`src/rtl/mux_pkg.sv`:
```
// ---------------------------------------------------------------------------
// mux_pkg
// Shared types and helpers for the N-to-1 stream multiplexer and its
// round-robin arbiter.
//   mode_e   : channel selection mode (explicit key or round-robin)
//   wrap_inc : index increment with wrap-around at a given modulus
// ---------------------------------------------------------------------------
package mux_pkg;

  typedef enum logic {
    MUX_MODE_KEY = 1'b0,
    MUX_MODE_RR  = 1'b1
  } mode_e;

  // Next index after idx, wrapping back to 0 once n is reached.
  function automatic int unsigned wrap_inc(input int unsigned idx,
                                           input int unsigned n);
    return (idx + 1 >= n) ? 0 : idx + 1;
  endfunction

endpackage

```
`src/rtl/rr_arbiter.sv`:
```
// ---------------------------------------------------------------------------
// rr_arbiter
// Round-robin arbiter over CHAN_NUM requesters. The search for a grant
// starts one past the last winner (r_ptr) and wraps, so r_ptr itself is
// considered last. r_ptr only moves when the owner strobes i_en, which lets
// the caller decide what counts as a completed grant.
// Ports:
//   i_clk     : clock, rising edge
//   i_rst     : asynchronous active-high reset (r_ptr -> CHAN_NUM-1)
//   i_req     : per-channel request
//   i_en      : commit the current grant into r_ptr
//   o_gnt_idx : granted channel index (0 when nothing is granted)
//   o_gnt_vld : a grant exists this cycle
// ---------------------------------------------------------------------------
module rr_arbiter
  import mux_pkg::*;
#(
  parameter  int CHAN_NUM  = 4,
  localparam int KEY_WIDTH = $clog2(CHAN_NUM)
) (
  input  logic                 i_clk,
  input  logic                 i_rst,
  input  logic [CHAN_NUM-1:0]  i_req,
  input  logic                 i_en,
  output logic [KEY_WIDTH-1:0] o_gnt_idx,
  output logic                 o_gnt_vld
);

  logic [KEY_WIDTH-1:0] r_ptr;
  logic [KEY_WIDTH-1:0] cand;
  int unsigned          idx;

  // Reset to the last channel so the very first search begins at channel 0.
  always_ff @(posedge i_clk or posedge i_rst) begin
    if (i_rst) begin
      r_ptr <= KEY_WIDTH'(CHAN_NUM - 1);
    end else if (i_en && o_gnt_vld) begin
      r_ptr <= o_gnt_idx;
    end
  end

  // Walk r_ptr+1, r_ptr+2, ... r_ptr and keep the first requester found.
  always_comb begin
    o_gnt_idx = '0;
    o_gnt_vld = 1'b0;
    idx       = 32'(r_ptr);
    cand      = '0;
    for (int k = 0; k < CHAN_NUM; k++) begin
      idx  = wrap_inc(idx, CHAN_NUM);
      cand = KEY_WIDTH'(idx);
      if (!o_gnt_vld && i_req[cand]) begin
        o_gnt_vld = 1'b1;
        o_gnt_idx = cand;
      end
    end
  end

endmodule

```
`src/rtl/mux_n_1_stream.sv`:
```
// ---------------------------------------------------------------------------
// mux_n_1_stream
// N-to-1 valid/ready stream multiplexer with one output register stage.
// Selection is either by explicit key or by fair round-robin arbitration.
// The output register reloads whenever it is empty or being drained, so a
// steady stream moves one word per cycle with no bubbles.
// Ports:
//   i_clk   : clock, rising edge
//   i_rst   : asynchronous active-high reset
//   i_mode  : MUX_MODE_KEY (select by i_key) or MUX_MODE_RR (round-robin)
//   i_key   : channel select in key mode
//   i_valid : per-channel valid
//   o_ready : per-channel ready, one-hot or zero
//   i_val   : packed per-channel data
//   o_valid : output valid
//   i_ready : downstream ready
//   o_val   : output data
//   o_key   : source channel of o_val
// ---------------------------------------------------------------------------
module mux_n_1_stream
  import mux_pkg::*;
#(
  parameter  int DATA_WIDTH = 32,
  parameter  int CHAN_NUM   = 4,
  localparam int KEY_WIDTH  = $clog2(CHAN_NUM)
) (
  input  logic                                i_clk,
  input  logic                                i_rst,
  input  mode_e                               i_mode,
  input  logic [KEY_WIDTH-1:0]                i_key,
  input  logic [CHAN_NUM-1:0]                 i_valid,
  output logic [CHAN_NUM-1:0]                 o_ready,
  input  logic [CHAN_NUM-1:0][DATA_WIDTH-1:0] i_val,
  output logic                                o_valid,
  input  logic                                i_ready,
  output logic [DATA_WIDTH-1:0]               o_val,
  output logic [KEY_WIDTH-1:0]                o_key
);

  localparam int KEY_SPAN = 1 << KEY_WIDTH;

  logic                  load;
  logic                  key_in_range;
  logic                  key_vld;
  logic [KEY_SPAN-1:0]   valid_ext;
  logic [KEY_WIDTH-1:0]  rr_idx;
  logic                  rr_vld;
  logic [KEY_WIDTH-1:0]  gnt;
  logic                  gnt_vld;
  logic                  xfer;
  logic [DATA_WIDTH-1:0] sel_data;

  // Keys only fall out of range when CHAN_NUM is not a power of two.
  generate
    if (KEY_SPAN == CHAN_NUM) begin : g_full_key
      assign key_in_range = 1'b1;
    end else begin : g_part_key
      assign key_in_range = (32'(i_key) < CHAN_NUM);
    end
  endgenerate

  // Padding the valid vector keeps the key lookup in range for any key.
  assign valid_ext = KEY_SPAN'(i_valid);
  assign key_vld   = key_in_range && valid_ext[i_key];

  rr_arbiter #(
    .CHAN_NUM (CHAN_NUM)
  ) u_rr_arbiter (
    .i_clk     (i_clk),
    .i_rst     (i_rst),
    .i_req     (i_valid),
    .i_en      (xfer && (i_mode == MUX_MODE_RR)),
    .o_gnt_idx (rr_idx),
    .o_gnt_vld (rr_vld)
  );

  assign load    = !o_valid || i_ready;
  assign gnt     = (i_mode == MUX_MODE_RR) ? rr_idx : i_key;
  assign gnt_vld = (i_mode == MUX_MODE_RR) ? rr_vld : key_vld;
  assign xfer    = load && gnt_vld;

  // A valid grant already implies i_valid[gnt], so ready alone marks the transfer.
  always_comb begin
    o_ready  = '0;
    sel_data = '0;
    for (int c = 0; c < CHAN_NUM; c++) begin
      if (gnt == KEY_WIDTH'(c)) begin
        o_ready[c] = xfer;
        sel_data   = i_val[c];
      end
    end
  end

  // Output stage: data and key only change on an input transfer, so they
  // stay stable through a stall and hold their last values after a drain.
  always_ff @(posedge i_clk or posedge i_rst) begin
    if (i_rst) begin
      o_valid <= 1'b0;
      o_val   <= '0;
      o_key   <= '0;
    end else if (xfer) begin
      o_valid <= 1'b1;
      o_val   <= sel_data;
      o_key   <= gnt;
    end else if (i_ready) begin
      o_valid <= 1'b0;
    end
  end

endmodule
```
`config.mk`:
```
export PLATFORM = sky130hd
export DESIGN_NAME = mux_n_1_stream
export DESIGN_NICKNAME = d
export VERILOG_FILES = /design/src/rtl/mux_pkg.sv /design/src/rtl/rr_arbiter.sv /design/src/rtl/mux_n_1_stream.sv
export SDC_FILE = /design/constraint.sdc
export NUM_CORES = 1
export LEC_CHECK = 0
export BUFFER_PORTS_ARGS = -buffer_cell sky130_fd_sc_hd__buf_2
export CAP_MARGIN = 20
export CELL_PAD_IN_SITES_DETAIL_PLACEMENT = 0
export CELL_PAD_IN_SITES_GLOBAL_PLACEMENT = 2
export CORE_ASPECT_RATIO = 1.25
export CORE_MARGIN = 3
export CORE_UTILIZATION = 27
export DETAILED_ROUTE_END_ITERATION = 6
export PLACE_DENSITY = 0.95
export SETUP_SLACK_MARGIN = 0.05
export SYNTH_ARGS = -nofsm -noshare
export SYNTH_HDL_FRONTEND = slang
export SYNTH_HIERARCHICAL = 1
export SYNTH_SLANG_ARGS = --single-unit
export TNS_END_PERCENT = 50
```
`constraint.sdc`:
```
create_clock -name i_clk -period 6.85 [get_ports i_clk]
set_input_delay 0 -clock i_clk [delete_from_list [all_inputs] [get_ports i_clk]]
set_output_delay 0 -clock i_clk [all_outputs]
set_load 0.02 [all_outputs]
```
Word level (Yosys, flattened, before mapping)
Cells that the tools add are included.
- bits of input ports: 138
- register bits: 37
- output and inout bits: 39
- muxes and demuxes: 34
- reductions and logical operators: 13
- $lt $le $gt $ge: 9
- $add $sub $neg: 4
- equality and inequality tests: 3
- operator list (operator ; count):
    2-to-1 mux 32 bit ; 7
    greater-or-equal comparator 32 x 3 -> 1 bit (second input constant) ; 4
    adder 32 x 1 -> 32 bit (second input constant) ; 3
    2-to-1 mux 1 bit ; 16
    less-than comparator 2 x 3 -> 1 bit (second input constant) ; 5
    2-to-1 mux 2 bit ; 6
    binary-select mux 1 bit (select 2 bit) ; 5
    logical AND 1 bit ; 6
    equality test 2 bit (second input constant) ; 2
    zero test 1 bit ; 4
    adder 2 x 1 -> 3 bit (second input constant) ; 1
    equality test 2 x 1 -> 1 bit (second input constant) ; 1
    zero test 2 bit ; 1
    nonzero test 2 bit ; 1
    logical OR 1 bit ; 1

Longest topological paths before layout
- depth after elaboration: 22
- depth in mapped cells: 14
- mapped depth without buffers: 12

Hierarchy
Netlist, hierarchy kept.
- by module, submodules not included (module ; instances ; area an instance (µm²) ; cells each):
    mux_n_1_stream ; 1 ; 2202.1 ; 131
    rr_arbiter ; 1 ; 486.7 ; 58

Worst setup path after synthesis
OpenSTA, ideal clock, no wires.
- path type: register to register
- from: register u_rr_arbiter.r_ptr[0]
- to: register o_val[10]
- setup slack: 3642 ps
- cell stages (with the launch flop): 10
- buffers on the path: 1
- arrival time: 3083 ps
- period minus slack after synthesis: 3208 ps
- path through: dfstp_2 > inv_1 > ha_1 > nor4b_1 > a21oi_1 > o41ai_1 > mux2_2 > buf_1 > mux4_2 > mux2_2
- cells in the longest elaborated chain, start to end: 22
- elaborated cells on any way between the ends: 45
- those cells by class: add/sub: 4; order compare: 4; eq/ne: 3; mux: 26; reduce/logical: 8
- RTL lines (element ; RTL line ; source):
    from (decl) ; rr_arbiter.sv:29 ; logic [KEY_WIDTH-1:0] r_ptr;
    from (signal assigned) ; rr_arbiter.sv:36 ; r_ptr <= KEY_WIDTH'(CHAN_NUM - 1);
    from (signal assigned) ; rr_arbiter.sv:38 ; r_ptr <= o_gnt_idx;
    adder 2 x 1 -> 3 bit * ; mux_pkg.sv:18 ; return (idx + 1 >= n) ? 0 : idx + 1;
    greater-or-equal comparator 32 x 3 -> 1 bit ; mux_pkg.sv:18 ;
    2-to-1 mux 32 bit * ; mux_pkg.sv:18 ;
    adder 32 x 1 -> 32 bit ; mux_pkg.sv:18 ;
    greater-or-equal comparator 32 x 3 -> 1 bit ; mux_pkg.sv:18 ;
    2-to-1 mux 32 bit ; mux_pkg.sv:18 ;
    adder 32 x 1 -> 32 bit or binary-select mux 1 bit (select 2 bit) (tied branches) ; mux_pkg.sv:18, rr_arbiter.sv:51 ;
    greater-or-equal comparator 32 x 3 -> 1 bit or 2-to-1 mux 1 bit (tied branches) ; mux_pkg.sv:18, rr_arbiter.sv:51 ;
    (+5 left out) ; n/a ;
    2-to-1 mux 1 bit (not written as such) or zero test 1 bit (tied branches) ; rr_arbiter.sv:51 ; if (!o_gnt_vld && i_req[cand]) begin
    logical AND 1 bit ; rr_arbiter.sv:51 ;
    2-to-1 mux 2 bit * ; rr_arbiter.sv:51 ;
    named net rr_idx[1] ; mux_n_1_stream.sv:46 ; logic [KEY_WIDTH-1:0] rr_idx;
    2-to-1 mux 2 bit * ; mux_n_1_stream.sv:78 ; assign gnt = (i_mode == MUX_MODE_RR) ? rr_idx : i_key;
    zero test 2 bit ; mux_n_1_stream.sv:87 ; if (gnt == KEY_WIDTH'(c)) begin
    2-to-1 mux 32 bit (3 in a row) ; mux_n_1_stream.sv:87 ;
    2-to-1 mux 32 bit * ; mux_n_1_stream.sv:87 ;
    to (signal assigned) ; mux_n_1_stream.sv:103 ; o_val <= sel_data;
    to (decl) ; mux_n_1_stream.sv:36 ; output logic [DATA_WIDTH-1:0] o_val,
Mark *: on every way through the listed nets, which the timed path passes. The rest lies on a longest branch. The select of a mux whose other input is x is not followed.
A chain may end at the register's enable or synchronous reset.

Final worst setup path
- from: register u_rr_arbiter.r_ptr[0]
- to: register o_val[3]
The elaborated chain is that of the path after synthesis.

==> reports/results.ini <==
[global_route]
grtUsageTotal = 0.152
first_global_vias = 2681
maximum_number_of_pins_on_one_net_before_global_route_repair = 40
global_route_wire_length_before_repair_um = 13200
globalRoute.totalOverflow = 0
antenna_found_initial = 0

[layout]
antenna_cells = 0
multi_input_comb_area_um2 = 1630
drive_above_1_share = 0.715
layout.cells.most_common = sky130_fd_sc_hd__buf_2
area_delta_synth_final_pct = 41.8
leading_cell_types_in_the_layout_fill_and_taps_excluded = sky130_fd_sc_hd__buf_2, sky130_fd_sc_hd__mux2_2, sky130_fd_sc_hd__dfrtp_1, sky130_fd_sc_hd__mux4_2
finalCoreUtilization = 0.395
final_net_count = 504
instances_no_fill = 488
num-fill-cells = 954
seqCellArea_um2 = 928

[critical_path]
critPathMaxFanout = 35
cp_data_arrival_time_ps = 4050
path_cells = ha_1 > or2_1 > a21oi_1 > o41ai_1 > mux2_2 > mux4_2 > mux2_2
crit_required_ps = 7020
critical_path_buf_inv_count = 0
critPathKind = reg -> reg
timing.critical_path.from_type = flop
critical_path_most_common_cell = sky130_fd_sc_hd__mux2_2
path_delay_family = multiplexers
timing.critical_path.slowest_stage_cell = sky130_fd_sc_hd__mux2_2
critical-path-max-stage-delay_ps = 860
sort_of_element_at_the_end_of_the_critical_path = flop

[power]
leakage_nw = 1.80
worst_voltage_drop_across_the_vdd_grid_mv = 0.168
powerDensity_nw_per_um2 = 435

[yosys]
syn-instance-count = 189
asyncSetResetFlopFracSynth = 1.00
syn_nets = 332
synth_area_leader_cell = sky130_fd_sc_hd__dfrtp_1
synth_flop_cell = sky130_fd_sc_hd__dfrtp_1
synth.distinct_cells = 40
post_synthesis_sequential_element_count = 37
synthesis.area_per_instance_um2 = 14.2
share_of_synthesized_area_occupied_by_flip_flops_and_latches = 0.345
yosys_warning_total = 6
synth_enable_flop_cells = 0
netlist_top_cells_area = sky130_fd_sc_hd__dfrtp_1, sky130_fd_sc_hd__mux4_2, sky130_fd_sc_hd__mux2_2
synth_area_um2 = 2690
synth.top_cell.area_share = 0.326

[clocking]
cts_tree = built
clock_path_buffers = 2
clk_pin_slew_worst_paths_ps = 60
ctsResizeCount = 0
postCtsSetupRepairBufs = 0
cts_max_level = 2
ctsHoldBuffers = 1
number_of_sinks_driven_by_the_clock_tree = 37
cts-root-buf = sky130_fd_sc_hd__clkbuf_16
clkLatencyLatePin_ps = 280
cts_inserted_buffers = 5

[detailed_routing]
route.final.wire_length_um = 8130
drc = 0
drtAntennaViolNets = 0
routed-wl-met3_um = 694
drt_first_iter_violations = 73
wire_per_inst_um = 16.7
top_metal_used = met4
firstDrtPassIters = 4
m1_wl_um = 2800
wl_met2_um = 4400
drt_via_density = 4.91
route.vias.total = 2398

[hold_path]
worstHoldPathType = in -> reg

[floorplanning]
placeable_core_area_um2 = 9660
ioPinCount = 177
die-height_um = 118
initial_utilization = 0.278
floorplan_die_width_um = 95.3
row_count = 40
die_area_um2 = 11200

[job]
max-cap-violations = 0

[place]
place.gp.congestion = 0.886
detailedPlace.worstSlack_ps = 3000
detailed_place_hpwl_um = 6670
port_buffers = 176
placed_cells = 479

[timing]
report.final.setup_viol = 0
grt_setup_unrepaired = no
finalHoldWorstSlack_ps = 32.6
max_freq_mhz = 258
post-route-min-period_ps = 3880
max_slew_margin = 0.426
worst_clock_skew_ps = 4.68
finalWorstSetupSlack_ps = 2970
maxSlewViolCount = 0
final.period_utilization = 0.566
max_slew.worst_pin.slew_ps = 861
final_report_hold_violation_count = 0
final.setup.tns_ps = 0

[outcome]
outcome = completed

==> synth_stat cells, drive strengths merged (2+ instances only) <==
library cell	instances
o21ai	4
mux4	33
nand3	2
nor2	4
dfstp	2
mux2	41
a21oi	5
buf	14
nor2b	2
dfrtp	35
ha	5
mux2i	6
nor3	4
inv	6
nand2b	3
nand2	6
==> metal layers <==
metal / GRT usage / vias up
met5: 0 / -
met4: 0.0623 / 0
met3: 0.0454 / 14
met2: 0.268 / 121
met1: 0.164 / 1170
li1: - / 1093
==> final cells by class <==
class                      instances  area share
sequential                        37       0.243
clock buffer                       6      0.0338
timing repair buffer             179       0.238
clock inverter                     2      0.0102
multi-input combinational        132       0.428
tap                              126      0.0413
inverter                           6     0.00591
==> sequential cells by signal, summed over array words and instances, names as in the netlist <==
name,flops
o_key,2
u_rr_arbiter/r_ptr,2
o_val,32
o_valid,1
==> through the flow <==
stage	cell area, um^2	power [mW]
after floorplan	2690	1.17
after global placement	3640	1.39
after detailed placement	3640	1.41
after CTS	3810	1.68
after global routing	3810	1.78
final	3810	1.66
==> cell families after synthesis <==
kind of cell    after synthesis  synth area share
mux                          80             0.478
compound gates               21            0.0544
simple gates                 26            0.0512
buf+inv                      20            0.0479
flops                        37             0.345
fa+ha+maj                     5            0.0233
==> final timing paths <==
kind | start | end | slack [ps] | cells past startpoint
setup / recovery | u_rr_arbiter/r_ptr[0] | o_val[3] | 2970 | 7
hold / removal | i_ready | o_valid | 30 | 3
setup reg to reg | u_rr_arbiter/r_ptr[0] | o_val[3] | 2970 | 7
hold reg to reg | o_val[4] | o_val[4] | 500 | 1
max in group asynchronous | i_rst | o_val[23] | 5950 | 4
min in group asynchronous | i_rst | o_val[27] | 230 | 3
==> worst register-to-register path: stages (launching register included) <==
cell and delay (ps):
sky130_fd_sc_hd__dfstp_2 590, sky130_fd_sc_hd__ha_1 230, sky130_fd_sc_hd__or2_1 430, sky130_fd_sc_hd__a21oi_1 300
sky130_fd_sc_hd__o41ai_1 660, sky130_fd_sc_hd__mux2_2 860, sky130_fd_sc_hd__mux4_2 430, sky130_fd_sc_hd__mux2_2 270
==> power by group <==
group,internal [mW],total (mW),switching (mW)
logic,0.485,0.999,0.513
registers,0.336,0.397,0.0604
clock network,0.172,0.263,0.0901
total,0.994,1.66,0.664
Power figures use the tool's default switching activity.
